$ cat src/rtl/enemy_pool.sv
// Obstacle table for the runner: moves live enemies left each frame, retires off-screen ones, allocates via req/ack.
// Optional internal LFSR-driven spawner is enabled with `define ENEMY_AUTOSPAWN_EN.
module enemy_pool #(
    parameter int SLOTS    = 8,
    parameter int XW       = 10,
    parameter int YW       = 9,
    parameter int SW       = 4,
    parameter int SCREEN_W = 640,
    parameter int GROUND_Y = 400,
    parameter int AIR_Y    = 340
) (
    input  logic                  clk3,
    input  logic                  rst_n,
    input  logic                  frame_tick,
    input  logic                  freeze,
    input  logic [SW-1:0]         speed,
    input  logic                  spawn_req,
    input  logic [1:0]            spawn_kind,
    output logic                  spawn_ack,
    output logic [SLOTS-1:0]      slot_valid,
    output logic [SLOTS*XW-1:0]   slot_x,
    output logic [SLOTS*YW-1:0]   slot_y,
    output logic [SLOTS*2-1:0]    slot_kind,
    output logic [4:0]            active_count,
    output logic                  passed,
    output logic [4:0]            passed_num
);

    function automatic logic [4:0] popcount(input logic [SLOTS-1:0] v);
        logic [4:0] c;
        c = 5'd0;
        for (int k = 0; k < SLOTS; k++) begin
            c = c + {4'd0, v[k]};
        end
        return c;
    endfunction

    logic [SLOTS-1:0] valid_q, valid_d;
    logic [XW-1:0]    x_q    [SLOTS];
    logic [XW-1:0]    x_d    [SLOTS];
    logic [YW-1:0]    y_q    [SLOTS];
    logic [YW-1:0]    y_d    [SLOTS];
    logic [1:0]       kind_q [SLOTS];
    logic [1:0]       kind_d [SLOTS];
    logic             ack_q, ack_d;
    logic             passed_q, passed_d;
    logic [4:0]       passed_num_q, passed_num_d;
    logic [4:0]       active_q, active_d;

    logic [SLOTS-1:0] free_oh_s;
    logic             alloc_s;
    logic             alloc_ext_s;
    logic [1:0]       alloc_kind_s;
    logic [1:0]       kind_norm_s;
    logic [YW-1:0]    alloc_y_s;
    logic [4:0]       retire_cnt_s;
    logic             move_s;

    // Lowest invalid slot as a one-hot mask (isolate lowest zero bit)
    assign free_oh_s = ~valid_q & (valid_q + {{(SLOTS-1){1'b0}}, 1'b1});
    assign move_s    = frame_tick & ~freeze & (speed != {SW{1'b0}});

`ifdef ENEMY_AUTOSPAWN_EN
    logic [15:0] lfsr_q, lfsr_d;
    logic [5:0]  gap_q, gap_d;
    logic        int_req_s;
    logic        int_alloc_s;

    assign int_req_s   = (gap_q == 6'd0);
    assign alloc_ext_s = spawn_req & ~ack_q & ~freeze & (|free_oh_s);
    assign int_alloc_s = int_req_s & ~spawn_req & ~ack_q & ~freeze & (|free_oh_s);
    assign alloc_s     = alloc_ext_s | int_alloc_s;
    assign alloc_kind_s = alloc_ext_s ? spawn_kind : lfsr_q[6:5];

    // LFSR stepping and inter-spawn gap countdown
    always_comb begin
        lfsr_d = lfsr_q;
        gap_d  = gap_q;
        if (!freeze && frame_tick) begin
            lfsr_d = {lfsr_q[14:0], lfsr_q[15] ^ lfsr_q[13] ^ lfsr_q[12] ^ lfsr_q[10]};
        end else begin
            lfsr_d = lfsr_q;
        end
        if (int_alloc_s) begin
            gap_d = 6'd24 + {1'b0, lfsr_q[4:0]};
        end else if (!freeze && frame_tick && gap_q != 6'd0) begin
            gap_d = gap_q - 6'd1;
        end else begin
            gap_d = gap_q;
        end
    end

    // Autospawn state registers; first gap derived from the seed
    always_ff @(posedge clk3) begin
        if (!rst_n) begin
            lfsr_q <= 16'hACE1;
            gap_q  <= 6'd25;
        end else begin
            lfsr_q <= lfsr_d;
            gap_q  <= gap_d;
        end
    end
`else
    assign alloc_ext_s  = spawn_req & ~ack_q & ~freeze & (|free_oh_s);
    assign alloc_s      = alloc_ext_s;
    assign alloc_kind_s = spawn_kind;
`endif

    assign kind_norm_s = (alloc_kind_s == 2'd3) ? 2'd0 : alloc_kind_s;
    assign alloc_y_s   = (kind_norm_s == 2'd2) ? YW'(AIR_Y) : YW'(GROUND_Y);

    // Slot motion, retirement and allocation next-state
    always_comb begin
        valid_d      = valid_q;
        x_d          = x_q;
        y_d          = y_q;
        kind_d       = kind_q;
        retire_cnt_s = 5'd0;
        for (int i = 0; i < SLOTS; i++) begin
            if (move_s && valid_q[i]) begin
                if (x_q[i] <= XW'(speed)) begin
                    valid_d[i]   = 1'b0;
                    x_d[i]       = {XW{1'b0}};
                    retire_cnt_s = retire_cnt_s + 5'd1;
                end else begin
                    x_d[i] = x_q[i] - XW'(speed);
                end
            end else if (alloc_s && free_oh_s[i]) begin
                valid_d[i] = 1'b1;
                x_d[i]     = XW'(SCREEN_W);
                y_d[i]     = alloc_y_s;
                kind_d[i]  = kind_norm_s;
            end else begin
                valid_d[i] = valid_q[i];
            end
        end
        ack_d        = alloc_ext_s;
        passed_d     = (retire_cnt_s != 5'd0);
        passed_num_d = retire_cnt_s;
        active_d     = popcount(valid_d);
    end

    // State registers with synchronous active-low reset
    always_ff @(posedge clk3) begin
        if (!rst_n) begin
            valid_q      <= {SLOTS{1'b0}};
            ack_q        <= 1'b0;
            passed_q     <= 1'b0;
            passed_num_q <= 5'd0;
            active_q     <= 5'd0;
            for (int i = 0; i < SLOTS; i++) begin
                x_q[i]    <= {XW{1'b0}};
                y_q[i]    <= {YW{1'b0}};
                kind_q[i] <= 2'd0;
            end
        end else begin
            valid_q      <= valid_d;
            ack_q        <= ack_d;
            passed_q     <= passed_d;
            passed_num_q <= passed_num_d;
            active_q     <= active_d;
            for (int i = 0; i < SLOTS; i++) begin
                x_q[i]    <= x_d[i];
                y_q[i]    <= y_d[i];
                kind_q[i] <= kind_d[i];
            end
        end
    end

    for (genvar g = 0; g < SLOTS; g++) begin : g_pack
        assign slot_x[g*XW +: XW]  = x_q[g];
        assign slot_y[g*YW +: YW]  = y_q[g];
        assign slot_kind[g*2 +: 2] = kind_q[g];
    end

    assign slot_valid   = valid_q;
    assign spawn_ack    = ack_q;
    assign passed       = passed_q;
    assign passed_num   = passed_num_q;
    assign active_count = active_q;

endmodule

$ cat config.mk
export PLATFORM = sky130hd
export DESIGN_NAME = enemy_pool
export DESIGN_NICKNAME = d
export VERILOG_FILES = /design/src/rtl/enemy_pool.sv
export SDC_FILE = /design/constraint.sdc
export NUM_CORES = 1
export LEC_CHECK = 0
export CORE_MARGIN = 8
export CORE_UTILIZATION = 54
export CTS_CLUSTER_DIAMETER = 200
export DETAILED_ROUTE_END_ITERATION = 6
export GPL_ROUTABILITY_DRIVEN = 0
export PLACE_DENSITY = 0.83
export SLEW_MARGIN = 20
export SYNTH_ARGS = -nofsm -noshare
export SYNTH_HDL_FRONTEND = slang
export SYNTH_SLANG_ARGS = --single-unit
$ cat constraint.sdc
create_clock -name clk3 -period 15.2 [get_ports clk3]
set_input_delay 2.28 -clock clk3 [delete_from_list [all_inputs] [get_ports clk3]]
set_output_delay 2.28 -clock clk3 [all_outputs]
set_load 0.05 [all_outputs]
---- Word-level counts from Yosys, hierarchy flattened ----
Cells that the tools add are included.
storage, ports and cells
  logic and storage cells ................. 180
  input bits .............................. 11
  bits in registers ....................... 188
cells by class
  reduce and logical (&&, ||, !) cells .... 35
  add/subtract/negate cells ............... 23
  bitwise gates (word level) .............. 17
  magnitude comparators ................... 8
  equal/unequal tests ..................... 2
  mux-type cells .......................... 66
operators by type and width
  operator             count
  $mux 10              24
  $le 10x4->1          8
  $sub 10x4->10        8
  $mux 5               14
  $add 5x1->5 const B  7
  $mux 1               26
  $logic_and 1x1->1    16
  $reduce_and 2->1     8
  $reduce_bool 2->1    8
  $add 5x1->5          3
  $not 1->1            10
  $add 8x1->8 const B  1
  $and 8x8->8          1
  $mux 8               1
  $not 8->8            1
  $reduce_or 8->1      1
  $add 4x1->5          1
  $and 1x1->1          5
  $reduce_bool 5->1    1
  $add 3x1->4          1
  $eq 2x2->1 const B   2
  $reduce_bool 4->1    1
  $add 2x1->3          1
  $add 1x1->2          1
  $mux 2               1

---- Depth between registers and ports, before layout ----
  depth after elaboration ................. 27
  mapped depth ............................ 32
  gate-level depth less buffers ........... 32

---- Least setup slack after synthesis ----
No wires, ideal clock.
  path type ............................... input to register
  from .................................... in speed[1]
  to ...................................... reg passed_q, in the netlist passed
  library setup time ...................... 134 ps
  cell stages on the path ................. 27
  setup slack ............................. 6,841 ps
  arrival time ............................ 8,225 ps
  data required time ...................... 15,066 ps
  path through ............................ inv_1 -> fa_1 -> a21o_1 -> a21o_1 -> a21oi_1 -> ha_1 -> nand2_1 -> or3_1 -> o21ai_1 -> ha_1 -> nor4b_2 -> nor2_1 -> inv_1 -> ha_1 -> o31ai_1 -> a2bb2oi_1 -> xor2_1 -> mux2_2 -> ha_1 -> a21o_1 -> ha_1 -> nand2_1 -> maj3_1 -> a211oi_1 -> a31oi_1 -> o21a_1 -> or4_1
on the way
  longest elaborated chain between the ends .. 26
  elaborated cells between the ends (all ways) .. 42
ends and longest elaborated chain
  element                                               line  text
  start, declared                                       16    input logic [SW-1:0] speed,
  branches (longest 24 deep; another with $le 10x4->1)  n/a
  $mux 5 (*)                                            120   if (move_s && valid_q[i]) begin
  $reduce_bool 5->1 (*)                                 138   passed_d = (retire_cnt_s != 5'd0);
  end signal, assigned                                  159   passed_q <= passed_d;
  end, declared                                         46    logic passed_q, passed_d;
Mark *: on every way between the ends.
A chain may end at the register's enable or synchronous reset.

---- Worst setup path after layout ----
Ends and elaborated chain as after synthesis.

==> reports/results.env <==
NUMBER_OF_RESIZED_INSTANCES_IN_THE_POST_CTS_REPAIR_STEP=0
MAX-CAP-VIOLATIONS=0
ROUTED_WIRELENGTH_MM=24.1
MOSTFREQUENTLAYOUTCELL='sky130_fd_sc_hd__nor2_1'
FINAL_UTIL_PCT=69.6
CTS_TREE='yes'
SETUP_VIOL_COUNT_FINAL=0
WHS_PATH_DEPTH=2
R2R.WORST_PATH.CELLS=30
FINAL_MAX_SLEW_VIOL_COUNT=0
YS_FF_LATCH=131
INSERTION_DELAY_PS=430
OUTCOME='completed'
CTS_SETUP_BUFFERS=0
WORSTHOLDPATHTYPE='reg -> reg'
CRITPATHCAPTURETYPE='flip-flop'
HIGHEST_COUNT_CELLS_IN_THE_LAYOUT_IGNORING_FILL_AND_TAPS='175 x sky130_fd_sc_hd__nor2_1, 165 x sky130_fd_sc_hd__clkdlybuf4s50_1, 131 x sky130_fd_sc_hd__dfxtp_1'
FINAL_LAYOUT_SIZE_SUFFIX_GT1_SHARE_PCT=4.50
IO-PIN-COUNT=199
REPORT.FINAL.HOLD_VIOL_COUNT=0
DIE_OUTLINE_AREA_UM2=19100
ACTUAL_TRANSITION_AT_THE_WORST_MAX_TRANSITION_PIN_PS=940
CTS.PATH.MAX_BUFFERS=2
POST_SYNTHESIS_MEAN_INSTANCE_AREA_UM2=8.00
SYN-INSTANCE-COUNT=1009
POST-ROUTE-PERIOD-UTIL_PCT=62.6
WORST_SETUP_PATH_START_KIND='input port'
CTS.CLK_SLEW.WORST_PATHS_PS=60
CLOCK-SKEW-FINAL_PS=6.61
SYNTH.CELL_AREA_UM2=8070
CTS_HOLD_BUF=0
GRT_ANTENNA_BEFORE_REPAIR=0
INITIAL_UTILIZATION_PCT=55.3
YOSYSSEQAREASHARE_PCT=32.5
POWER.LEAKAGE_nW=4.06
SYNTH.TOP_CELL.AREA_SHARE_PCT=32.5
CRIT_REQUIRED_PS=15500
SYNTH_AREA_LEADER_CELL='sky130_fd_sc_hd__dfxtp_1'
DETAILEDROUTE.FIRSTPASSITERATIONCOUNT=7
DIE_H_UM=138
POST-ROUTE-DRC-COUNT=0
NUMBER_OF_STANDARD_CELL_ROWS_IN_THE_FLOORPLAN=44
YOSYS.CELL_TYPES.COUNT=70
FINAL_NET_COUNT=1210
HOLDWS_PS=480
DRT-WIRELENGTH-PER-CELL_UM=18.0
DP_HPWL_MM=17.3
GRT.OVERFLOW.TOTAL=0
GRT_START_MAX_NET_PINS=87
DIE_WIDTH_UM=138
DIODES=0
CRITPATHSLOWESTCELL='sky130_fd_sc_hd__a2bb2oi_1'
DPL-INSTANCE-AREA_UM2=9590
POSTLAYOUTCELLAREA_UM2=10200
YS_ASYNC_SR_FRACTION_PCT=0
FMAX_MHz=105
FIRST_GLOBAL_VIAS=7723
CTS.SINKS=131
YOSYS-TOP-CELLS-AREA='sky130_fd_sc_hd__dfxtp_1 32%, sky130_fd_sc_hd__nor2_1 8.1%, sky130_fd_sc_hd__ha_1 6.5%'
CTSROOTBUFFERMASTER='sky130_fd_sc_hd__clkbuf_16'
CATEGORY_OF_THE_MOST_CRITICAL_SETUP_PATH='in -> reg'
GLOBAL_ROUTE_USAGE_OVER_ALL_LAYERS_PCT=24.3
EDFF_COUNT_SYNTH=0
GRT_SETUP_UNREPAIRED='no'
DRT_ITER0_MARKERS=762
TIMING.SETUP.TNS_PS=0
SYNTH.YOSYS.WARNINGS=0
CP_SLOWEST_STAGE_DELAY_PS=560
VIASPERCELL=5.92
FIN_CRIT_PS=9520
SYN2LAYOUT_AREA_GROWTH_PCT=25.8
PORT-BUFFER-COUNT=165
DATA_ARRIVAL_TIME_OF_THE_WORST_PATH_PS=9820
WORST-PATH-MAX-FANOUT=11
HTREEDEPTH=4
YS.FLOP_TYPE='sky130_fd_sc_hd__dfxtp_1'
DRT.ANTENNA.VIOLATING_NETS=0
GRT_PASS1_WL_MM=38.9
CTS-BUFFERS-INSERTED=17
CP_COMMON_CELL='sky130_fd_sc_hd__ha_1'
CORE_REGION_AREA_UM2=14600
CELLPOWERDENSITY_nW_PER_UM2=83.4
RELSLEWSLACK_PCT=37.4
DR_TOTAL_VIAS=7928
WORST_IR_DROP_VDD_mV=0.0727
## synthesized netlist by cell type, drive strengths merged, types with 2 or more instances
library cell,n
nor2,175
dfxtp,131
a21oi,92
buf,60
o21ai,49
nand2,48
nor3,48
ha,42
inv,38
clkbuf,29
a21o,21
a22oi,18
xnor2,18
nor2b,17
xor2,17
nand2b,15
or3,14
mux2i,13
nor4,13
fa,12
nand3,11
nand4,11
and2,10
a31oi,9
and3,9
or4,9
a211oi,8
or2,8
o31ai,6
o31a,5
o21a,4
o22ai,4
a211o,3
a2bb2oi,3
mux2,3
nand3b,3
nor3b,3
xnor3,3
a311oi,2
a32oi,2
nor4bb,2
o211a,2
o22a,2
## power by group
group | internal (mW) | switching (mW) | total, mW
Combinational | 0.0247 | 0.0668 | 0.0915
Sequential | 0.346 | 0.00304 | 0.349
Clock | 0.257 | 0.150 | 0.407
Total | 0.627 | 0.220 | 0.848
## worst paths after layout
kind / from / endpoint / slack (ps)
max: speed[1] / passed / 5680
min: slot_kind[0] / slot_kind[0] / 480
max reg2reg: slot_x[0] / passed / 8100
min reg2reg: slot_kind[0] / slot_kind[0] / 480
## critical path, delay by kind of cell
kind | cells | cell delay [ps]
mux | 1 | 290
xor+xnor | 1 | 120
compound gates | 8 | 1940
simple gates | 9 | 1850
fa+ha+maj | 7 | 2110
buf+inv | 4 | 1190
## cell type report
type,instances,area [µm²]
fillers,1184,4430
multi-input cells,782,4870
well taps,184,230
flip-flops and latches,131,2620
clock inverters,4,72.6
inverters,39,149
repair buffers,174,1720
clock buffers,26,499
## registers in the layout (all words and copies together) (netlist names)
signal and cells:
passed 1, active_count 4, slot_x 80, slot_kind 16
passed_num 5, slot_y 16, spawn_ack 1, slot_valid 8
## metrics by stage
stage | setup slack [ps] | total power, mW | std cells
after floorplan | 6840 | 0.430 | 1041
after global placement | 5550 | 0.444 | 1310
after detailed placement | 5310 | 0.446 | 1310
after CTS | 5730 | 0.849 | 1340
after global routing | 5170 | 0.871 | 1340
final | 5680 | 0.848 | 1340
## routing by layer
layer	up-vias	GRT usage [%]	wire [µm]
li1	3750	-	-
met1	3765	28.7	9960
met2	364	38.9	11100
met3	49	9.79	2560
met4	0	8.87	532
met5	-	0	0
## logic make-up after synthesis
| kind of cell | count (synthesis) | share of synthesized area, % |
|---|---|---|
| buf+inv | 128 | 8.72 |
| compound gates | 239 | 18.2 |
| fa+ha+maj | 55 | 9.61 |
| simple gates | 401 | 24.3 |
| xor+xnor | 38 | 4.65 |
| mux | 16 | 2.03 |
| other cells | 1 | 0.0464 |
| flops | 131 | 32.5 |
Power figures use the tool's default switching activity.
